## src/rtl/par_circ_buffer_pkg.sv

```systemverilog
// Shared widths and wrap arithmetic for par_circ_buffer and its pointer sub-module.
package par_circ_buffer_pkg;

    // Pointer register width; at least one bit even for a single-entry buffer.
    function automatic int unsigned PTR_W(input int unsigned columns);
        return (columns > 1) ? $clog2(columns) : 1;
    endfunction

    function automatic int unsigned CNT_W(input int unsigned columns);
        return $clog2(columns + 1);
    endfunction

    // Wrap by a single conditional subtract; valid while ptr < columns and inc <= columns.
    function automatic int unsigned wrap_add(input int unsigned ptr, input int unsigned inc,
                                             input int unsigned columns);
        int unsigned sum;
        sum = ptr + inc;
        return (sum >= columns) ? sum - columns : sum;
    endfunction

endpackage

```

## src/rtl/circ_ptr_wrap.sv

```systemverilog
// Registered circular pointer that advances by STEP (mod COLUMNS) on adv; cleared by rst.
module circ_ptr_wrap
    import par_circ_buffer_pkg::*;
#(
    parameter int unsigned COLUMNS = 32,
    parameter int unsigned STEP    = 1
) (
    input  logic                        clk,
    input  logic                        rst,
    input  logic                        adv,
    output logic [PTR_W(COLUMNS)-1:0]   ptr
);

    localparam int unsigned PW = PTR_W(COLUMNS);

    logic [PW-1:0] ptr_q, ptr_d;

    always_comb begin
        ptr_d = ptr_q;
        if (adv) begin
            ptr_d = PW'(wrap_add(32'(ptr_q), STEP, COLUMNS));
        end
    end

    always_ff @(posedge clk) begin
        if (rst) begin
            ptr_q <= '0;
        end else begin
            ptr_q <= ptr_d;
        end
    end

    assign ptr = ptr_q;

endmodule

```

## src/rtl/par_circ_buffer.sv

```systemverilog
// Circular column buffer: PAR_WRITE-wide push, PAR_READ-wide show-ahead pop.
// Optional sticky overflow/underflow flags when PAR_CIRC_BUFFER_ERR_EN is defined.
module par_circ_buffer
    import par_circ_buffer_pkg::*;
#(
    parameter int unsigned DATA_WIDTH = 16,
    parameter int unsigned COLUMNS    = 32,
    parameter int unsigned PAR_WRITE  = 2,
    parameter int unsigned PAR_READ   = 4
) (
    input  logic                             clk,
    input  logic                             rst,
    input  logic                             write_en,
    input  logic [PAR_WRITE*DATA_WIDTH-1:0]  write_data,
    input  logic                             read_en,
    output logic [PAR_READ*DATA_WIDTH-1:0]   read_data,
    output logic                             empty,
    output logic                             full,
`ifdef PAR_CIRC_BUFFER_ERR_EN
    output logic [CNT_W(COLUMNS)-1:0]        count,
    output logic                             overflow,
    output logic                             underflow
`else
    output logic [CNT_W(COLUMNS)-1:0]        count
`endif
);

    localparam int unsigned PW = PTR_W(COLUMNS);
    localparam int unsigned CW = CNT_W(COLUMNS);

    logic [DATA_WIDTH-1:0] mem [COLUMNS];
    logic [PW-1:0]         write_ptr, read_ptr;
    logic [CW-1:0]         count_q, count_d;
    logic                  wacc, racc;
    logic [PW-1:0]         waddr [PAR_WRITE];
    logic [PW-1:0]         raddr [PAR_READ];

    // Status comes straight from the count register so it tracks count with no lag.
    assign empty = count_q < CW'(PAR_READ);
    assign full  = count_q > CW'(COLUMNS - PAR_WRITE);
    assign count = count_q;

    assign wacc = write_en && !full;
    assign racc = read_en && !empty;

    always_comb begin
        count_d = count_q;
        if (wacc) begin
            count_d = count_d + CW'(PAR_WRITE);
        end
        if (racc) begin
            count_d = count_d - CW'(PAR_READ);
        end
    end

    always_ff @(posedge clk) begin
        if (rst) begin
            count_q <= '0;
        end else begin
            count_q <= count_d;
        end
    end

    circ_ptr_wrap #(
        .COLUMNS (COLUMNS),
        .STEP    (PAR_WRITE)
    ) u_write_ptr (
        .clk (clk),
        .rst (rst),
        .adv (wacc),
        .ptr (write_ptr)
    );

    circ_ptr_wrap #(
        .COLUMNS (COLUMNS),
        .STEP    (PAR_READ)
    ) u_read_ptr (
        .clk (clk),
        .rst (rst),
        .adv (racc),
        .ptr (read_ptr)
    );

    for (genvar k = 0; k < PAR_WRITE; k++) begin : g_wlane
        assign waddr[k] = PW'(wrap_add(32'(write_ptr), k, COLUMNS));
    end

    for (genvar k = 0; k < PAR_READ; k++) begin : g_rlane
        assign raddr[k] = PW'(wrap_add(32'(read_ptr), k, COLUMNS));
        assign read_data[k*DATA_WIDTH +: DATA_WIDTH] = mem[raddr[k]];
    end

    // Storage is never cleared; rst only suppresses a same-cycle write.
    always_ff @(posedge clk) begin
        if (wacc && !rst) begin
            for (int k = 0; k < PAR_WRITE; k++) begin
                mem[waddr[k]] <= write_data[k*DATA_WIDTH +: DATA_WIDTH];
            end
        end
    end

`ifdef PAR_CIRC_BUFFER_ERR_EN
    logic overflow_q, underflow_q;

    always_ff @(posedge clk) begin
        if (rst) begin
            overflow_q  <= 1'b0;
            underflow_q <= 1'b0;
        end else begin
            if (write_en && full) begin
                overflow_q <= 1'b1;
            end
            if (read_en && empty) begin
                underflow_q <= 1'b1;
            end
        end
    end

    assign overflow  = overflow_q;
    assign underflow = underflow_q;
`endif

endmodule

```

## config.mk

```make
export PLATFORM = sky130hd
export DESIGN_NAME = par_circ_buffer
export DESIGN_NICKNAME = d
export VERILOG_FILES = /design/src/rtl/par_circ_buffer_pkg.sv /design/src/rtl/circ_ptr_wrap.sv /design/src/rtl/par_circ_buffer.sv
export SDC_FILE = /design/constraint.sdc
export NUM_CORES = 1
export LEC_CHECK = 0
export BUFFER_PORTS_ARGS = -buffer_cell sky130_fd_sc_hd__buf_2
export CORE_ASPECT_RATIO = 0.8
export CORE_MARGIN = 5
export CORE_UTILIZATION = 30
export DETAILED_ROUTE_END_ITERATION = 16
export PLACE_DENSITY_LB_ADDON = 0.05
export REMOVE_ABC_BUFFERS = 1
export SLEW_MARGIN = 20
export SYNTH_ARGS = -nofsm -noshare
export SYNTH_HDL_FRONTEND = slang
export SYNTH_SLANG_ARGS = --single-unit
export TNS_END_PERCENT = 30
```

## constraint.sdc

```tcl
create_clock -name clk -period 5.39 [get_ports clk]
set_input_delay 1.078 -clock clk [delete_from_list [all_inputs] [get_ports clk]]
set_output_delay 1.078 -clock clk [all_outputs]
set_load 0.05 [all_outputs]
```

== Word-level counts from Yosys, hierarchy flattened ==
Memories as Yosys holds them, arrays and structs flattened.
Cells that the tools add are included.
Operators by class
  add/sub/neg operators: 16
  $lt $le $gt $ge: 10
  mux-type cells: 12
  reductions and logical operators: 6
Operator list (count)
  $mux 5: 8
  $sub 5x1->5 const B: 8
  $ge 6x6->1 const B: 6
  $add 5x2->6 const B: 3
  $add 5x1->6 const B: 2
  $ge 5x6->1 const B: 2
  $mux 6: 2
  $add 5x3->6 const B: 1
  $add 6x2->6 const B: 1
  $gt 6x5->1 const B: 1
  $lt 6x3->1 const B: 1
  $sub 6x3->6 const B: 1
  $logic_and 1x1->1: 3
  $logic_not 1->1: 3
  $mux 1: 2
Word-level totals
  bits in registers: 16
  bits in writable memories: 512
  bits of input ports: 36
  output and inout port bits: 72
  word-level logic and storage cells: 48
  memories kept: 1
Memories
  mem: words 32, bits a word 16, rd ports 4, clocked after Yosys merged registers in 0, wr ports 2, RTL line par_circ_buffer.sv:31  | logic [DATA_WIDTH-1:0] mem [COLUMNS];

== Longest topological paths before layout ==
Gate-level depths: netlist of the first run.
  depth after elaboration: 6
  depth in mapped cells: 9
  mapped depth without buffers: 9

== Cells and area by module ==
A second synthesis of the first run with hierarchy kept.
Second synthesis, totals
  cell total of the unflattened synthesis: 2362
  area, all modules: 38881.0 µm²
Modules (own cells, without submodules)
  par_circ_buffer: instances 1, cells an instance 2330, area each 38550.7 µm², seq. area each 15474.8 µm²
  circ_ptr_wrap (u_write_ptr): instances 1, cells an instance 18, area each 190.2 µm², seq. area each 80.1 µm²
  circ_ptr_wrap (u_read_ptr): instances 1, cells an instance 14, area each 140.1 µm², seq. area each 60.1 µm²

== Worst setup path before layout of the first run ==
No wires, ideal clock.
  path kind: register to register
  start: reg count_q[2], in the netlist count[2]
  end: mem mem[0][0] (enable)
  library setup time: 0.461 ns
  arrival: 4.069 ns
  data required time: 4.929 ns
  path slack: 0.860 ns
  stages on the path, launching flop included: 8
  buffers on the path: 0
  period minus slack after synthesis: 4.530 ns
  cells stage by stage: dfxtp_1 -> ha_1 -> and3_2 -> ha_1 -> o21ai_4 -> nor3_1 -> nand2b_1 -> nor3_1
RTL lines
  start, declared: RTL line par_circ_buffer.sv:33  | logic [CW-1:0] count_q, count_d;
  start signal, assigned: RTL line par_circ_buffer.sv:60  | count_q <= count_d;
  end, declared: RTL line par_circ_buffer.sv:31

== Worst setup path after layout of the first run ==
  start: reg u_read_ptr.ptr_q[2], in the netlist u_read_ptr.ptr[2]
  end: out read_data[27]
Between the ends
  longest elaborated chain between the ends: 4
  elaborated cells between the ends (all ways): 5
  classes of those cells: add/sub: 2; order compare: 1; mux: 1; memory: 1
RTL lines
  start, declared: RTL line circ_ptr_wrap.sv:16  | logic [PW-1:0] ptr_q, ptr_d;
  start signal, assigned: RTL line circ_ptr_wrap.sv:29  | ptr_q <= ptr_d;
  $add 5x1->6 *: RTL line par_circ_buffer_pkg.sv:17  | sum = ptr + inc;
  $sub 5x1->5 or $ge 6x6->1 (tied branches): RTL line par_circ_buffer_pkg.sv:18  | return (sum >= columns) ? sum - columns : sum;
  $mux 5 *: RTL line par_circ_buffer_pkg.sv:18
  $mem_v2 32x16 *
  end, declared: RTL line par_circ_buffer.sv:16  | output logic [PAR_READ*DATA_WIDTH-1:0] read_data,
Mark *: on every way between the ends. The rest lies on a longest branch, timed or not.

==> results.yml, run 1 <==
final_layout:
  drive_gt1_share_pct: 40.4
  final_area_um2: 23500
  nNetsFinal: 1036
  instances_no_fill: 1894
  syn_to_final_growth_pct: 17.3
job:
  max_cap_viol_count: 0
setup_path:
  crit_buf_inv: 2
  crit_required_ns: 4.31
  r2r_cells: 8
  cp_cell_sequence: "buf_12, mux4_2, mux2_2, buf_2"
  path_class: "flop to output pin"
  critical_path.max_fanout: 52
  startpoint_type: "flop"
  r2r-start: "count[1]"
  slowest_stage: "dfxtp_4"
  cp-end-kind: "output pin"
  crit_cells: 4
  arrival_ns: 3.04
  crit_path_max_incr_delay_ns: 0.77
  crit_family: "multiplexers"
  startpoint: "u_read_ptr.ptr[2]"
timing:
  min_period_ns: 4.11
  fin_worst_skew_ns: 0.0210
  setup_slack_ns: 1.28
  slew_headroom_pct: 30.8
  worst_slew_pin_slew_ns: 1.04
  fmax_mhz: 243
  final-setup-viol-count: 0
  min_period_over_period_pct: 76.3
  whs_ns: 0.586
  rsz0062_at_grt: "no"
  slew_viol_final: 0
  timing_hold_violations_final: 0
synthesis:
  yosysTopAreaCell: "edfxtp_1"
  synth.avg_cell_area_um2: 23.6
  ys_seq_area_share_pct: 78.4
  synth_edf_count: 512
  synth.most_common_cell: "edfxtp_1"
  netlist_instances: 846
  syn_area_um2: 20000
  yosysWarnings: 0
  yosys.cell_types.count: 38
  yosysTopAreaCellShare_pct: 76.9
  synth_area_leaders: "edfxtp_1, mux4_2, mux2_2"
  async_flop_share_pct: 0
  ys_seq_elements: 527
  ys.flop_type: "edfxtp_1"
  synthTopCellsByCount: "edfxtp_1, mux4_2, mux2_2"
global_routing:
  antenna_found_initial: 2
  grt_first_pass_wirelength_mm: 70.9
  grt_use_total_pct: 13.6
  grt_pass1_vias: 9860
  grt.overflow.total: 0
  grt_max_degree: 55
detailed_routing:
  vias: 9006
  remaining_drc_errors: 0
  wl_mm: 48.8
  wire_per_inst_um: 25.8
  postRouteAntennaNets: 0
  drt_first_pass_iters: 5
  drt_iter0_drc: 566
  vias_per_cell: 4.76
power_and_ir_drop:
  p_int_w: 0.00747
  max-vdd-ir-drop_uv: 259
  leakage_nw: 7.24
  p_comb_share_pct: 19.3
  power_density_nw_per_um2: 445
  seq_power_share_pct: 45.7
  p_switching_w: 0.00298
  switching_share_pct: 28.5
  power_frac_clock_pct: 35.0
outcome:
  status: "finished clean"
floorplan:
  dieArea_um2: 72000
  fp.dieW_um: 299
  core_region_area_um2: 65900
  fp.dieH_um: 241
  rows: 84
  start_util_pct: 30.4
  io_pins: 108
clocking:
  cts_buffer_depth: 3
  post-cts-setup-buffer-count: 0
  cts_tree: "built"
  cts.sinks: 527
  cts_resized: 0
  cts_hold_buf: 0
  cts_root_buf: "clkbuf_16"
  cts_buffers: 55
  path_clk_slew_ns: 0.06
  htreeDepth: 2
  worst_skew_pair.late_latency_ns: 0.60
placement:
  dp_hpwl_mm: 26.7
  gp_congestion: 0.676
  pre_cts_ws_ns: 1.81
  place_area_um2: 21800
  port_buffers: 106
  place_inst: 1798
min_path:
  worstHoldPathType: "flop to flop"
  hold_start: "u_write_ptr.ptr[4]"
  holdPathStages: 2
## registers in the layout (all words and copies together), names as in the netlist, named ones only
signal           cells
u_read_ptr.ptr       3
mem                512
count                5
u_write_ptr.ptr      4
## power by group through the flow
stage	Clock [W]	Combinational, W	Sequential (W)
4_1_cts	0.00380	0.00208	0.00479
6_report	0.00366	0.00202	0.00478
3_5_place_dp	0	0.00207	0.00487
5_1_grt	0.00398	0.00215	0.00480
2_1_floorplan	0	0.00147	0.00495
3_3_place_gp	0	0.00207	0.00487
## cells in the final DEF, fill, tap and decap left out, drive strengths merged, types with 2 or more instances in the layout
cell type / n
inv: 5
diode: 2
nand3: 2
clkbuf: 69
mux2: 64
buf: 132
nand2b: 3
nand4: 2
ha: 5
dfxtp: 15
edfxtp: 512
xor2: 4
clkinv: 19
nor2: 26
a211oi: 2
mux4: 128
nand2: 8
o21ai: 2
a21oi: 3
xnor2: 5
bufinv: 5
mux2i: 2
nor3: 5
## layer usage
metal  up-vias  global-route usage (%)  share of wire, %
met5         -                       0                 0
li1       3873                       -                 -
met3        64                    2.59               4.1
met4         0                    3.13               1.6
met1      4910                    19.8                48
met2       159                    21.5                46
## through the flow
step / setup TNS, ns / utilization, % / power (W)
global route: 0 / 35.6 / 0.0109
floorplan: -38.42 / - / 0.00642
finish: 0 / 35.6 / 0.0105
detailed placement: 0 / 33.0 / 0.00694
global placement: 0 / 33.0 / 0.00695
CTS: 0 / 35.6 / 0.0107
## worst reg2reg max path, stage by stage (launching register included)
cell and delay (ns):
dfxtp_1 0.47, ha_1 0.21, and3_2 0.18, ha_1 0.31, o21ai_4 0.16, nor3_1 0.22, nand2b_1 0.27, nor2_4 0.62
buf_4 0.50
## final timing paths
| check | end | slack (ns) |
|---|---|---|
| min | u_write_ptr.ptr[4] | 0.59 |
| max | read_data[27] | 1.28 |
| min reg2reg | u_write_ptr.ptr[4] | 0.59 |
| max reg2reg | mem[9][5] | 2.10 |
## cells by family after synthesis
kind of cell	share of synthesized area [%]
DFF	78.4
muxes	18.1
and+or+nand+nor	1.21
buffers and inverters	1.01
AOI/OAI and AO/OA	0.563
xor gates and xnor gates	0.394
adders and majority gates	0.313
other	0.0187
## cell type report
cell class / count / area, µm²
multi-input combinational: 275 / 4230
clock buffer: 69 / 1450
fill: 6068 / 42400
sequential: 527 / 15700
antenna: 2 / 5.00
clock inverter: 25 / 248
inverter: 4 / 15.0
timing repair buffer: 132 / 751
tap: 860 / 1080
No activity file was read; power rests on OpenSTA's default activity.
==> inputs of run 2 (changes only) <==
==> constraint.sdc (replaced) <==
create_clock -name clk -period 3.76 [get_ports clk]
set_input_delay 0.752 -clock clk [delete_from_list [all_inputs] [get_ports clk]]
set_output_delay 0.752 -clock clk [all_outputs]
set_load 0.05 [all_outputs]
==> results.yml, run 2 (synthesis results as in run 1) <==
setup_path:
  crit_path_max_incr_delay_ns: 0.61
  crit_buf_inv: 2
  startpoint: "u_read_ptr.ptr[2]"
  path_class: "flop to output pin"
  slowest_stage: "mux4_2"
  cp-end-kind: "output pin"
  crit_family: "multiplexers"
  cp_cell_sequence: "buf_12, mux4_2, mux2_2, buf_2"
  crit_required_ns: 3.01
  arrival_ns: 2.59
  critical_path.max_fanout: 49
  startpoint_type: "flop"
  r2r-start: "count[2]"
detailed_routing:
  remaining_drc_errors: 0
  wl_mm: 48.7
  wire_per_inst_um: 25.4
  vias_per_cell: 4.73
  drt_first_pass_iters: 7
  postRouteAntennaNets: 0
  drt_iter0_drc: 565
  vias: 9078
clocking:
  worst_skew_pair.late_latency_ns: 0.61
  cts_tree: "built"
  htreeDepth: 2
  cts_hold_buf: 0
  cts_buffer_depth: 3
  path_clk_slew_ns: 0.06
  post-cts-setup-buffer-count: 0
  cts_root_buf: "clkbuf_16"
  cts_buffers: 57
  cts.sinks: 527
  cts_resized: 0
floorplan:
  rows: 84
  dieArea_um2: 72000
  fp.dieH_um: 241
  fp.dieW_um: 299
  io_pins: 108
  start_util_pct: 30.4
  core_region_area_um2: 65900
timing:
  totalNegativeSetupSlack_ns: 0
  rsz0062_at_grt: "no"
  slew_viol_final: 0
  final-setup-viol-count: 0
  setup_slack_ns: 0.414
  worst_slew_pin_slew_ns: 0.582
  min_period_over_period_pct: 89.0
  slew_headroom_pct: 61.2
  fin_worst_skew_ns: 0.0115
  timing_hold_violations_final: 0
  fmax_mhz: 299
  min_period_ns: 3.35
power_and_ir_drop:
  max-vdd-ir-drop_uv: 345
  power_density_nw_per_um2: 644
  leakage_nw: 7.39
  p_total_w: 0.0153
final_layout:
  multi_input_area_um2: 4230
  layout_commonest_cell: "edfxtp_1"
  fin_util_pct: 36.1
  nNetsFinal: 1055
  layout_common_cells: "edfxtp_1, mux4_2, buf_2, mux2_2, clkbuf_16"
  seq_area_um2: 15700
  syn_to_final_growth_pct: 18.9
  diodes: 0
  drive_gt1_share_pct: 42.0
  nFillCells: 6042
  largest_register_ffs: 512
  instances_no_fill: 1919
min_path:
  hold_start: "write_data[21]"
  worstHoldPathType: "input pin to flop"
global_routing:
  grt_util_met1_pct: 19.9
  grt.overflow.total: 0
  grt_first_pass_wirelength_mm: 71.3
  grt_max_degree: 50
  grt_use_met2_pct: 21.2
  antenna_found_initial: 2
  grtUsageMet3_pct: 2.53
  top_usage_layer: "met2"
  grt_pass1_vias: 9918
  grt_use_total_pct: 13.6
outcome:
  status: "finished clean"
job:
  max_cap_viol_count: 0
placement:
  place_inst: 1815
  pre_cts_ws_ns: 0.919
  dp_hpwl_mm: 27.2
  port_buffers: 106
  gp_congestion: 0.657
run 2: cell types whose count changed in the layout (fill, tap and decap cells not counted):
cell / change
inv_6: +1
buf_12: +6
inv_16: +1
clkbuf_16: +1
buf_4: +11
clkinv_1: -5
bufinv_16: +1
clkinv_4: +1
clkbuf_1: +4
clkinvlp_4: +5
diode_2: -2
clkinv_2: +2
clkinv_8: -1
run 2: power breakdown:
group	leakage (nW)	internal (W)	switching (W)
registers	4.74	0.00659	0.000138
clock network	0.869	0.00321	0.00231
logic	1.79	0.00112	0.00194
total	7.39	0.0109	0.00439
run 2: worst paths after layout:
kind                              to  slack [ns]  depth (start not counted)
setup reg to reg          mem[19][1]        0.93                          8
setup / recovery       read_data[49]        0.41                          4
hold / removal             mem[5][5]        0.52                          1
hold reg to reg   u_write_ptr.ptr[4]        0.58                          2
run 2: layout make-up:
class | instances | share of cell area [%]
Timing Repair Buffer | 149 | 4.01
Multi-Input combinational cell | 275 | 17.8
Clock buffer | 74 | 6.27
Inverter | 4 | 0.0631
Sequential cell | 527 | 66.0
Clock inverter | 30 | 1.38
Tap cell | 860 | 4.52
run 2: through the flow:
step	hold slack [ns]	area, µm²
floorplan	0.531	19800
global placement	0.570	22000
detailed placement	0.566	22000
CTS	0.479	23800
global route	0.499	23800
finish	0.519	23800
run 2: routing by layer:
layer | up-vias | wire length (µm)
met5 | - | 7
li1 | 3920 | -
met3 | 72 | 1990
met4 | 2 | 922
met2 | 151 | 22200
met1 | 4933 | 23600
